File: config.mk
export PLATFORM = sky130hd
export DESIGN_NAME = audio_mixer
export DESIGN_NICKNAME = d
export VERILOG_FILES = /design/src/rtl/audio_mixer_pkg.sv /design/src/rtl/audio_mixer_mac.sv /design/src/rtl/audio_mixer.sv
export SDC_FILE = /design/constraint.sdc
export NUM_CORES = 1
export LEC_CHECK = 0
export BUFFER_PORTS_ARGS = -buffer_cell sky130_fd_sc_hd__buf_2
export CAP_MARGIN = 40
export CORE_MARGIN = 3
export CORE_UTILIZATION = 55
export DETAILED_ROUTE_END_ITERATION = 8
export PLACE_DENSITY = 0.9
export REMOVE_ABC_BUFFERS = 1
export SLEW_MARGIN = 20
export SYNTH_ARGS = -nofsm -noshare
export SYNTH_HDL_FRONTEND = slang
export SYNTH_HIERARCHICAL = 1
export SYNTH_SLANG_ARGS = --single-unit
File: constraint.sdc
create_clock -name clk -period 7.45 [get_ports clk]
set_clock_uncertainty 0.1 [all_clocks]
set_input_delay 0.745 -clock clk [delete_from_list [all_inputs] [get_ports clk]]
set_output_delay 0.745 -clock clk [all_outputs]
set_load 0.02 [all_outputs]
File: src/rtl/audio_mixer_pkg.sv
// Shared types and helpers for the serial N-channel stereo audio mixer.
// Width helper and the generic saturator live here so sub-blocks agree on sizing.
package audio_mixer_pkg;

   typedef enum logic [1:0] {
      IDLE  = 2'd0,
      ACCUM = 2'd1,
      SAT   = 2'd2
   } mix_state_e;

   // Saturator operand width; wide enough for any accumulator shifted to OUT_WIDTH.
   localparam int SAT_MAX_W = 64;

   function automatic int acc_width(input int num_ch, input int in_w, input int gain_w);
      return in_w + gain_w + $clog2(num_ch) + 1;
   endfunction

   function automatic logic signed [SAT_MAX_W-1:0] saturate(
      input logic signed [SAT_MAX_W-1:0] value,
      input int                          width
   );
      logic signed [SAT_MAX_W-1:0] hi;
      logic signed [SAT_MAX_W-1:0] lo;
      hi = (64'sd1 <<< (width - 1)) - 64'sd1;
      lo = -(64'sd1 <<< (width - 1));
      if (value > hi)
         return hi;
      else if (value < lo)
         return lo;
      else
         return value;
   endfunction

endpackage

File: src/rtl/audio_mixer_mac.sv
// Single-channel sign conversion and gain scaling; time-shared by the mixer
// across all channels, one channel per clock.
module audio_mixer_mac
   import audio_mixer_pkg::*;
#(
   parameter int IN_WIDTH   = 16,
   parameter int GAIN_WIDTH = 8
) (
   input  logic [IN_WIDTH-1:0]                  sample,
   input  logic                                 is_signed,
   input  logic [GAIN_WIDTH-1:0]                gain,
   output logic signed [IN_WIDTH+GAIN_WIDTH:0]  product
);

   logic signed [IN_WIDTH-1:0]            s;
   logic signed [GAIN_WIDTH:0]            g;
   logic signed [IN_WIDTH+GAIN_WIDTH:0]   full;

   // Offset-binary becomes two's complement by flipping the MSB.
   always_comb begin
      s       = is_signed ? sample : {~sample[IN_WIDTH-1], sample[IN_WIDTH-2:0]};
      g       = {1'b0, gain};
      full    = s * g;
      product = full >>> (GAIN_WIDTH - 1);
   end

endmodule

File: src/rtl/audio_mixer.sv
// N-channel stereo mixer: snapshot on sample tick, serial gain/route accumulate,
// then saturate to the output width with sticky clip and overrun flags.
module audio_mixer
   import audio_mixer_pkg::*;
#(
   parameter int NUM_CHANNELS = 4,
   parameter int IN_WIDTH     = 16,
   parameter int OUT_WIDTH    = 16,
   parameter int GAIN_WIDTH   = 8
) (
   input  logic                               clk,
   input  logic                               reset,
   input  logic                               sample_strobe_i,
   input  logic [NUM_CHANNELS*IN_WIDTH-1:0]   ch_data_i,
   input  logic [NUM_CHANNELS-1:0]            ch_signed_i,
   input  logic [NUM_CHANNELS*GAIN_WIDTH-1:0] ch_gain_i,
   input  logic [NUM_CHANNELS-1:0]            ch_left_en_i,
   input  logic [NUM_CHANNELS-1:0]            ch_right_en_i,
   input  logic                               mute_i,
   input  logic                               clear_flags_i,
   output logic [OUT_WIDTH-1:0]               audio_l_o,
   output logic [OUT_WIDTH-1:0]               audio_r_o,
   output logic                               valid_o,
   output logic                               busy_o,
   output logic                               clip_l_o,
   output logic                               clip_r_o,
   output logic                               overrun_o
);

   localparam int ACC_W = acc_width(NUM_CHANNELS, IN_WIDTH, GAIN_WIDTH);
   localparam int P_W   = IN_WIDTH + GAIN_WIDTH + 1;
   localparam int IDX_W = (NUM_CHANNELS > 1) ? $clog2(NUM_CHANNELS) : 1;

   mix_state_e                  state;
   mix_state_e                  next_state;
   logic [IDX_W-1:0]            idx;
   logic [IN_WIDTH-1:0]         snap_data [NUM_CHANNELS];
   logic [GAIN_WIDTH-1:0]       snap_gain [NUM_CHANNELS];
   logic [NUM_CHANNELS-1:0]     snap_sgn;
   logic [NUM_CHANNELS-1:0]     snap_l;
   logic [NUM_CHANNELS-1:0]     snap_r;
   logic signed [ACC_W-1:0]     acc_l;
   logic signed [ACC_W-1:0]     acc_r;
   logic signed [P_W-1:0]       prod;
   logic signed [SAT_MAX_W-1:0] sat_in_l;
   logic signed [SAT_MAX_W-1:0] sat_in_r;
   logic signed [SAT_MAX_W-1:0] sat_l;
   logic signed [SAT_MAX_W-1:0] sat_r;
   logic                        accept;
   logic                        last_ch;
   logic                        clip_l_set;
   logic                        clip_r_set;

   assign accept  = (state == IDLE) && sample_strobe_i;
   assign last_ch = (idx == IDX_W'(NUM_CHANNELS - 1));
   assign busy_o  = (state != IDLE);

   audio_mixer_mac #(
      .IN_WIDTH   (IN_WIDTH),
      .GAIN_WIDTH (GAIN_WIDTH)
   ) u_mac (
      .sample    (snap_data[idx]),
      .is_signed (snap_sgn[idx]),
      .gain      (snap_gain[idx]),
      .product   (prod)
   );

   always_ff @(posedge clk) begin
      if (reset)
         state <= IDLE;
      else
         state <= next_state;
   end

   always_comb begin
      next_state = state;
      case (state)
         IDLE:    if (sample_strobe_i) next_state = ACCUM;
         ACCUM:   if (last_ch) next_state = SAT;
         SAT:     next_state = IDLE;
         default: next_state = IDLE;
      endcase
   end

   // Snapshot is pure data: only loaded on an accepted tick, never reset.
   always_ff @(posedge clk) begin
      if (accept) begin
         for (int k = 0; k < NUM_CHANNELS; k++) begin
            snap_data[k] <= ch_data_i[k*IN_WIDTH +: IN_WIDTH];
            snap_gain[k] <= ch_gain_i[k*GAIN_WIDTH +: GAIN_WIDTH];
         end
         snap_sgn <= ch_signed_i;
         snap_l   <= ch_left_en_i;
         snap_r   <= ch_right_en_i;
      end
   end

   always_comb begin
      sat_in_l   = SAT_MAX_W'(acc_l) <<< (OUT_WIDTH - IN_WIDTH);
      sat_in_r   = SAT_MAX_W'(acc_r) <<< (OUT_WIDTH - IN_WIDTH);
      sat_l      = saturate(sat_in_l, OUT_WIDTH);
      sat_r      = saturate(sat_in_r, OUT_WIDTH);
      clip_l_set = (state == SAT) && !mute_i && (sat_l != sat_in_l);
      clip_r_set = (state == SAT) && !mute_i && (sat_r != sat_in_r);
   end

   always_ff @(posedge clk) begin
      if (reset) begin
         idx       <= '0;
         acc_l     <= '0;
         acc_r     <= '0;
         audio_l_o <= '0;
         audio_r_o <= '0;
         valid_o   <= 1'b0;
         clip_l_o  <= 1'b0;
         clip_r_o  <= 1'b0;
         overrun_o <= 1'b0;
      end else begin
         valid_o <= 1'b0;
         case (state)
            IDLE: begin
               if (sample_strobe_i) begin
                  acc_l <= '0;
                  acc_r <= '0;
                  idx   <= '0;
               end
            end
            ACCUM: begin
               if (snap_l[idx]) acc_l <= acc_l + ACC_W'(prod);
               if (snap_r[idx]) acc_r <= acc_r + ACC_W'(prod);
               idx <= idx + 1'b1;
            end
            SAT: begin
               audio_l_o <= mute_i ? '0 : sat_l[OUT_WIDTH-1:0];
               audio_r_o <= mute_i ? '0 : sat_r[OUT_WIDTH-1:0];
               valid_o   <= 1'b1;
            end
            default: ;
         endcase
         // Set terms are OR-ed after the clear so a coincident event is kept.
         overrun_o <= (overrun_o & ~clear_flags_i) | (sample_strobe_i & busy_o);
         clip_l_o  <= (clip_l_o & ~clear_flags_i) | clip_l_set;
         clip_r_o  <= (clip_r_o & ~clear_flags_i) | clip_r_set;
      end
   end

endmodule
==> flow_metrics.env, run 1 <==
export IMPL_status="finished clean"
export IMPL_hpwlAfterDp_mm=25.88
export IMPL_ys_warn_count=6
export IMPL_clkTransAtPathRegs_ns=0.06
export IMPL_crit_path_end_kind="flip-flop"
export IMPL_drtAntennaViolNets=0
export IMPL_htree_levels=1
export IMPL_ys_seq_elements=204
export IMPL_yosysSeqAreaShare_pct=34.65
export IMPL_antenna_found_initial=0
export IMPL_synthDistinctLibCells=78
export IMPL_die_area_mm2=0.02912
export IMPL_drive_gt1_share_pct=22.59
export IMPL_drc=0
export IMPL_numClockSinks=204
export IMPL_final_net_count=2000
export IMPL_crit_required_ns=7.75
export IMPL_finalSetupTns_ns=0
export IMPL_root_buffer="clkbuf_16"
export IMPL_grt_pass1_wl_mm=56.10
export IMPL_vias=11840
export IMPL_num_fill_cells=1892
export IMPL_ys_flop_type="edfxtp_1"
export IMPL_instances_no_fill=2035
export IMPL_cts_hold_buffers=0
export IMPL_worst_slew_pin_slew_ns=0.8226
export IMPL_syn_inst=1503
export IMPL_crit_top_cell="fa_1"
export IMPL_io_pins=150
export IMPL_clock_latency_ns=0.52
export IMPL_synth_area_leader_cell="edfxtp_1"
export IMPL_grt_pass1_vias=11680
export IMPL_synth_avg_cell_area_um2=9.919
export IMPL_max_stage_delay_ns=0.63
export IMPL_synth_top_cell_area_share_pct=21.75
export IMPL_io_buffers=149
export IMPL_min_delay_path_class="in2reg"
export IMPL_die_h_um=170.6
export IMPL_critical_path_class="reg2reg"
export IMPL_drtPass1Iterations=5
export IMPL_floorplan_initialDensity_pct=56.57
export IMPL_fin_area_mm2=0.01772
export IMPL_dp_cells=1952
export IMPL_async_reset_ff_share_pct=0
export IMPL_num_rows=59
export IMPL_maxSlewViolCount=0
export IMPL_synth_edf_count=108
export IMPL_yosysMostFrequentCell="inv_1"
export IMPL_cap_violations=0
export IMPL_netlist_top_cells_area="edfxtp_1 (22%), fa_1 (14%), dfxtp_1 (13%), ha_1 (8.5%), inv_1 (4.8%)"
export IMPL_arrival_ns=7.65
export IMPL_gp_congestion=0.9431
export IMPL_start_kind="flip-flop"
export IMPL_vias_per_cell=5.820
export IMPL_grt_max_degree=78
export IMPL_fp_coreArea_mm2=0.02635
export IMPL_crit_slowest_cell="mux4_2"
export IMPL_worst_r2r_path_depth=28
export IMPL_hold_path_cell_count=1
export IMPL_track_usage_pct=23.46
export IMPL_period_share_pct=98.65
export IMPL_grt_overflow_total=0
export IMPL_relSlewSlack_pct=45.16
export IMPL_holdWs_ns=0.2963
export IMPL_dieWidth_um=170.6
export IMPL_period_minus_slack_ns=7.349
export IMPL_syn_cell_area_mm2=0.01491
export IMPL_diodes=0
export IMPL_finalHoldViolations=0
export IMPL_drt_initial_drc_count=965
export IMPL_fmax_mhz=136.1
export IMPL_synthTopCellsByCount="inv_1 (191), nand2_1 (123), edfxtp_1 (108)"
export IMPL_cts_tree="done"
export IMPL_worst_path_max_fanout=8
export IMPL_area_delta_synth_final_pct=18.87
export IMPL_drt_total_wl_mm=36.85
export IMPL_clock_path_buffers=3
export IMPL_wl_per_cell_um=18.11
export IMPL_placed_area_mm2=0.01607
export IMPL_finalSetupViolations=0
export IMPL_cts_made_buffers=23
metal layers:
layer	part of all wire [%]	wire length, µm	GRT usage [%]
met5	0	0	0
met4	4.5	1652	9.242
met3	7.1	2626	3.327
met2	48	17770	39.53
met1	40	14800	30.84
path summary, 6_finish.rpt:
kind                   startpoint  slack (ns)                      to
max                     flip-flop        0.10  acc_l[25]$_SDFFE_PP0P_
min              ch_right_en_i[2]        0.30     snap_r[2]$_DFFE_PP_
max reg2reg             flip-flop        0.10  acc_l[25]$_SDFFE_PP0P_
min reg2reg  overrun_o$_SDFF_PP0_        0.37    overrun_o$_SDFF_PP0_
through the flow:
stage | util [%] | setup slack [ns]
CTS | 64.13 | 0.02054
global placement | 60.75 | 0.08534
floorplan | - | -1.143
global route | 67.24 | -0.1350
finish | 67.24 | 0.1006
detailed placement | 60.97 | -0.03083
sequential cells by signal, indices dropped and copies added, names as in the netlist, 4 cells and up, named ones only:
name / count
snap_gain: 32
acc_r: 27
audio_l_o: 16
snap_data: 64
snap_sgn: 4
acc_l: 27
snap_l: 4
audio_r_o: 16
snap_r: 4
critical path: cells and delay by family (launching register included):
| family | cells | cell delay, ns |
|---|---|---|
| and+or+nand+nor | 2 | 0.51 |
| AOI/OAI and AO/OA | 12 | 2.13 |
| xor gates and xnor gates | 2 | 0.37 |
| buffers and inverters | 5 | 0.53 |
| adders and majority gates | 6 | 2.50 |
| DFF | 1 | 0.43 |
| muxes | 1 | 0.63 |
layout make-up:
type                    instances  area [µm²]  area share, %
multi-input cells            1049        9288          52.41
flip-flops and latches        204        5169          29.17
repair buffers                213        1366          7.710
inverters                     192       723.2          4.081
clock buffers                  28       614.3          3.467
well taps                     335       419.2          2.365
clock inverters                14       141.4         0.7979
cells in the final DEF (no fill, tap or decap), types with 11 or more instances in the layout:
cell type	n
inv_1	187
buf_2	150
nand2_1	122
edfxtp_1	108
nor2_1	99
fa_1	99
dfxtp_1	95
ha_1	82
and2_1	74
a21oi_1	66
o21ai_0	61
buf_4	51
nand3_1	37
a22oi_1	32
xnor2_1	28
mux4_2	27
clkbuf_16	27
a21o_1	24
nor3_1	17
nand4_1	16
o21ai_1	16
xor2_1	16
a31oi_1	14
ha_4	13
a21oi_2	12
nand2b_1	11
nor4_1	11
logic make-up after synthesis:
group	synth area share (%)
flip-flops	34.65
multiplexers	4.138
buffers and inverters	6.605
adder cells (fa/ha/maj)	22.31
XOR/XNOR	3.290
AND/OR/NAND/NOR	14.27
AO/OA/AOI/OAI	14.75
timing repair:
item	4_1_cts	5_1_grt
gates resized for setup	0	91
setup endpoints to repair	1	24
gates cloned	0	6
pin swaps	1	33
setup buffers	10	23
Power of run 1 is left out: the tool's default activity adds up to more than one toggle a clock period on the data nets, which glitch-free logic cannot reach.
==> inputs of run 2 (changes only) <==
--- a/config.mk
+++ b/config.mk
@@ -5,12 +5,13 @@
 export SDC_FILE = /design/constraint.sdc
 export NUM_CORES = 1
 export LEC_CHECK = 0
+export ABC_AREA = 1
 export BUFFER_PORTS_ARGS = -buffer_cell sky130_fd_sc_hd__buf_2
 export CAP_MARGIN = 40
 export CORE_MARGIN = 3
-export CORE_UTILIZATION = 55
+export CORE_UTILIZATION = 56
 export DETAILED_ROUTE_END_ITERATION = 8
-export PLACE_DENSITY = 0.9
+export PLACE_DENSITY = 0.91
 export REMOVE_ABC_BUFFERS = 1
 export SLEW_MARGIN = 20
 export SYNTH_ARGS = -nofsm -noshare
==> flow_metrics.env, run 2 <==
export IMPL_status="finished clean"
export IMPL_syn_inst=2341
export IMPL_cap_violations=0
export IMPL_largest_reg_flops=64
export IMPL_dieWidth_um=179.7
export IMPL_floorplan_initialDensity_pct=57.78
export IMPL_ys_seq_elements=204
export IMPL_top_register="snap_data"
export IMPL_async_reset_ff_share_pct=0
export IMPL_clkTransAtPathRegs_ns=0.06
export IMPL_fmax_mhz=140.8
export IMPL_worst_slew_pin_slew_ns=0.6696
export IMPL_ys_flop_type="edfxtp_1"
export IMPL_gp_congestion=1.020
export IMPL_max_stage_delay_ns=0.61
export IMPL_cts_made_buffers=23
export IMPL_clock_path_buffers=3
export IMPL_antenna_found_initial=1
export IMPL_relSlewSlack_pct=55.36
export IMPL_finalHoldViolations=0
export IMPL_place_ws_ns=0.3908
export IMPL_yosysSeqAreaShare_pct=30.56
export IMPL_worst_path_max_fanout=31
export IMPL_netlist_top_cells_area="edfxtp_1 (19%), nand2_1 (15%), fa_1 (12%), dfxtp_1 (11%), inv_1 (10%)"
export IMPL_fin_ws_ns=0.3483
export IMPL_mostFrequentLayoutCells="nand2_1 (679), inv_1 (463), nor2_1 (162)"
export IMPL_cts_tree="done"
export IMPL_root_buffer="clkbuf_16"
export IMPL_layout_commonest_cell="nand2_1"
export IMPL_crit_family="adder cells"
export IMPL_period_share_pct=95.32
export IMPL_clock_latency_ns=0.53
export IMPL_drt_total_wl_mm=45.46
export IMPL_track_usage_pct=27.51
export IMPL_arrival_ns=7.40
export IMPL_numClockSinks=204
export IMPL_htree_levels=1
export IMPL_crit_path_end_kind="flip-flop"
export IMPL_grt_pass1_vias=15400
export IMPL_die_area_mm2=0.03230
export IMPL_drt_initial_drc_count=1526
export IMPL_finalSetupViolations=0
export IMPL_ys_warn_count=6
export IMPL_io_buffers=149
export IMPL_fp_coreArea_mm2=0.02925
export IMPL_yosysMostFrequentCell="nand2_1"
export IMPL_rrSetupSlack_ns=0.35
export IMPL_post_cts_setup_buffer_count=0
export IMPL_reg_largest_list="snap_data: 64 flops, snap_gain: 32 flops"
export IMPL_start_kind="flip-flop"
export IMPL_synth_avg_cell_area_um2=7.219
export IMPL_io_pins=150
export IMPL_vias=15760
export IMPL_drtAntennaViolNets=0
export IMPL_num_fill_cells=2435
export IMPL_drtPass1Iterations=8
export IMPL_period_minus_slack_ns=7.102
export IMPL_grt_max_degree=69
export IMPL_syn_cell_area_mm2=0.01690
export IMPL_crit_required_ns=7.75
export IMPL_die_h_um=179.7
export IMPL_crit_slowest_cell="fa_1"
export IMPL_grt_overflow_total=0
export IMPL_grt_pass1_wl_mm=74.59
export IMPL_drive_gt1_share_pct=11.55
export IMPL_maxSlewViolCount=0
export IMPL_synthTopCellsByCount="nand2_1 (679), inv_1 (464), nor2_1 (163)"
export IMPL_synth_area_leader_cell="edfxtp_1"
export IMPL_wl_per_cell_um=15.84
export IMPL_area_delta_synth_final_pct=11.48
export IMPL_cp_buffers_inverters=8
export IMPL_synth_edf_count=108
export IMPL_synthDistinctLibCells=47
export IMPL_drc=0
export IMPL_vias_per_cell=5.491
export IMPL_crit_top_cell="nand2_1"
export IMPL_num_rows=62
export IMPL_min_delay_path_class="in2reg"
export IMPL_final_net_count=2785
export IMPL_synth_top_cell_area_share_pct=19.19
export IMPL_critical_path_class="reg2reg"
export IMPL_hpwlAfterDp_mm=35.22
[run 2: cell types whose count changed in the layout (fill, tap and decap cells not counted), sizes merged, moves of 30 or more]
cell,before,now
a21oi,79,163
a22oi,34,0
and2,75,7
buf,209,178
inv,196,471
nand2,123,701
nand3,40,103
nor2,101,166
xnor2,38,8
[run 2: final timing paths]
kind | start | endpoint | cells past startpoint
setup / recovery | flip-flop | acc_l[26]$_SDFFE_PP0P_ | 32
hold / removal | ch_data_i[8] | snap_data[0][8]$_DFFE_PP_ | 1
setup reg to reg | flip-flop | acc_l[26]$_SDFFE_PP0P_ | 32
hold reg to reg | audio_l_o[6]$_SDFFE_PP0P_ | audio_l_o[6]$_SDFFE_PP0P_ | 2
[run 2: through the flow]
step / hold WS, ns / cell area [µm²] / utilization [%] / TNS, ns / cells
2_1_floorplan: 0.3523 / 16530 / - / -3.679 / 2265
3_3_place_gp: 0.3496 / 17970 / 61.44 / 0 / 2825
3_5_place_dp: 0.3539 / 18000 / 61.53 / 0 / 2826
4_1_cts: 0.2751 / 18740 / 64.09 / 0 / 2868
5_1_grt: 0.2755 / 18840 / 64.42 / -0.7060 / 2870
6_report: 0.2886 / 18840 / 64.42 / 0 / 2870
[run 2: layout make-up]
cell class / count / area, µm² / area share (%)
clock inverters: 14 / 133.9 / 0.7106
clock buffers: 28 / 614.3 / 3.261
repair buffers: 178 / 1013 / 5.380
well taps: 384 / 480.5 / 2.550
diodes: 1 / 2.502 / 0.01328
flip-flops and latches: 204 / 5166 / 27.42
inverters: 468 / 1767 / 9.378
multi-input cells: 1593 / 9662 / 51.29
[run 2: routing by layer]
metal	wire, µm	track usage [%]	part of all wire (%)
met5	0	0	0
met3	3284	3.274	7.2
met1	18390	35.54	40
met4	1914	10.64	4.2
met2	21880	47.49	48
[run 2: kinds of logic (layout without fill, tap and decap cells)]
logic type | Yosys count | in the layout | synth area share [%]
buffers and inverters | 544 | 688 | 12.61
adder cells (fa/ha/maj) | 204 | 204 | 19.68
flip-flops | 204 | 204 | 30.56
XOR/XNOR | 20 | 20 | 1.081
AO/OA/AOI/OAI | 320 | 320 | 10.48
other | 0 | 1 | 0
AND/OR/NAND/NOR | 1049 | 1049 | 25.58
[run 2: worst reg2reg max path, delay by kind of cell (launching register included)]
| family | cells | cell delay (ns) |
|---|---|---|
| and+or+nand+nor | 14 | 1.84 |
| adders and majority gates | 6 | 2.91 |
| DFF | 1 | 0.33 |
| buffers and inverters | 8 | 1.25 |
| AOI/OAI and AO/OA | 4 | 0.56 |
[run 2: repair_timing]
item,4_1_cts,5_1_grt
gates resized for setup,0,12
hold buffers,0,0
endpoints found under the setup margin,0,34
Power of run 2 is left out for the same reason.
==> inputs of run 3 (changes only) <==
--- a/config.mk
+++ b/config.mk
@@ -8,7 +8,7 @@
 export ABC_AREA = 1
 export BUFFER_PORTS_ARGS = -buffer_cell sky130_fd_sc_hd__buf_2
 export CAP_MARGIN = 40
-export CORE_MARGIN = 3
+export CORE_MARGIN = 8
 export CORE_UTILIZATION = 56
 export DETAILED_ROUTE_END_ITERATION = 8
 export PLACE_DENSITY = 0.91
==> flow_metrics.env, run 3 (synthesized netlist as in run 2, its figures left out) <==
export IMPL_status="finished clean"
export IMPL_crit_slowest_cell="fa_1"
export IMPL_max_stage_delay_ns=0.56
export IMPL_layout_commonest_cell="nand2_1"
export IMPL_grt_pass1_wl_mm=74.09
export IMPL_worst_path_max_fanout=35
export IMPL_top_register="snap_data"
export IMPL_mostFrequentLayoutCells="nand2_1 (679), inv_1 (461), nor2_1 (162)"
export IMPL_drive_gt1_share_pct=11.86
export IMPL_cts_tree="done"
export IMPL_fp_coreArea_mm2=0.02972
export IMPL_whs_endpoint="snap_data[3][12]$_DFFE_PP_"
export IMPL_maxSlewViolCount=0
export IMPL_cts_hold_buffers=0
export IMPL_io_buffers=149
export IMPL_die_h_um=189.7
export IMPL_die_area_mm2=0.03599
export IMPL_num_rows=63
export IMPL_critical_path_class="reg2reg"
export IMPL_hold_path_cell_count=1
export IMPL_grt_pass1_vias=15770
export IMPL_min_from="ch_data_i[60]"
export IMPL_vias=15620
export IMPL_hpwlAfterDp_mm=36.00
export IMPL_clock_path_buffers=3
export IMPL_area_delta_synth_final_pct=11.72
export IMPL_clkTransAtPathRegs_ns=0.06
export IMPL_relSlewSlack_pct=46.64
export IMPL_antenna_found_initial=0
export IMPL_vias_per_cell=5.428
export IMPL_min_delay_path_class="in2reg"
export IMPL_final_net_count=2790
export IMPL_instances_no_fill=2878
export IMPL_drt_total_wl_mm=45.59
export IMPL_reg_largest_list="snap_data: 64 flops, snap_gain: 32 flops"
export IMPL_drc=0
export IMPL_diodes=0
export IMPL_holdWs_ns=0.2991
export IMPL_arrival_ns=7.45
export IMPL_fin_util_pct=63.53
export IMPL_cts_made_buffers=23
export IMPL_io_pins=150
export IMPL_cp_buffers_inverters=8
export IMPL_dp_cells=2835
export IMPL_top_layer="met4"
export IMPL_finalSetupViolations=0
export IMPL_fin_area_mm2=0.01888
export IMPL_gp_congestion=1.024
export IMPL_period_share_pct=96.13
export IMPL_cap_violations=0
export IMPL_grt_overflow_total=0
export IMPL_grt_max_degree=69
export IMPL_multi_input_area_mm2=0.009671
export IMPL_regArea_mm2=0.005165
export IMPL_wl_met3_mm=3.270
export IMPL_floorplan_initialDensity_pct=56.86
export IMPL_drtPass1Iterations=8
export IMPL_num_fill_cells=2530
export IMPL_rr_endpoint="acc_r[17]$_SDFFE_PP0P_"
export IMPL_largest_reg_flops=64
export IMPL_numClockSinks=204
export IMPL_crit_family="adder cells"
export IMPL_start_kind="flip-flop"
export IMPL_placed_area_mm2=0.01803
export IMPL_clock_latency_ns=0.52
export IMPL_htree_levels=1
export IMPL_rrSetupSlack_ns=0.29
export IMPL_wl_per_cell_um=15.84
export IMPL_root_buffer="clkbuf_16"
export IMPL_period_minus_slack_ns=7.162
export IMPL_drt_initial_drc_count=1108
export IMPL_crit_required_ns=7.74
export IMPL_fmax_mhz=139.6
export IMPL_worst_r2r_path_depth=33
export IMPL_drtAntennaViolNets=0
export IMPL_worst_slew_pin_slew_ns=0.8003
export IMPL_met2WireLength_mm=21.64
export IMPL_wl_met1_mm=18.91
export IMPL_track_usage_pct=24.76
export IMPL_finalHoldViolations=0
export IMPL_crit_path_end_kind="flip-flop"
export IMPL_dieWidth_um=189.7
run 3: final cells by class:
cell class / instances / share of cell area [%]
Multi-Input combinational cell: 1593 / 51.22
Sequential cell: 204 / 27.36
Inverter: 468 / 9.398
Timing Repair Buffer: 183 / 5.620
Clock buffer: 29 / 3.327
Tap cell: 390 / 2.585
Clock inverter: 11 / 0.4904
run 3: routing by layer:
metal	vias to the layer above	global-route usage, %
met4	0	10.07
met5	-	0
met2	647	42.64
met3	145	3.607
li1	7601	-
met1	7228	30.87
run 3: timing repair:
item | CTS | global route
setup buffers | 0 | 2
endpoints found under the setup margin | 0 | 33
resized for setup | 0 | 18
run 3: through the flow:
stage,worst slack [ns],setup TNS [ns]
floorplan,-0.2966,-3.679
global placement,0.3894,0
detailed placement,0.3360,0
CTS,0.2755,0
global route,-0.1967,-1.693
finish,0.2881,0
run 3: how the worst max path moves through the flow:
stage,from,to,cells past startpoint
2_1_floorplan,flip-flop,acc_l[26]$_SDFFE_PP0P_,33
3_5_place_dp,flip-flop,acc_l[17]$_SDFFE_PP0P_,29
4_1_cts,flip-flop,acc_r[17]$_SDFFE_PP0P_,33
5_1_grt,flip-flop,acc_l[18]$_SDFFE_PP0P_,33
6_report,flip-flop,acc_r[17]$_SDFFE_PP0P_,33
3_3_place_gp,flip-flop,acc_l[17]$_SDFFE_PP0P_,29
run 3: worst reg2reg max path: cells and delay by family (launching register included):
kind | cells | cell delay, ns
buf+inv | 8 | 0.78
simple gates | 16 | 2.51
fa+ha+maj | 6 | 2.86
flops | 1 | 0.44
compound gates | 3 | 0.38
Power of run 3 is left out for the same reason.
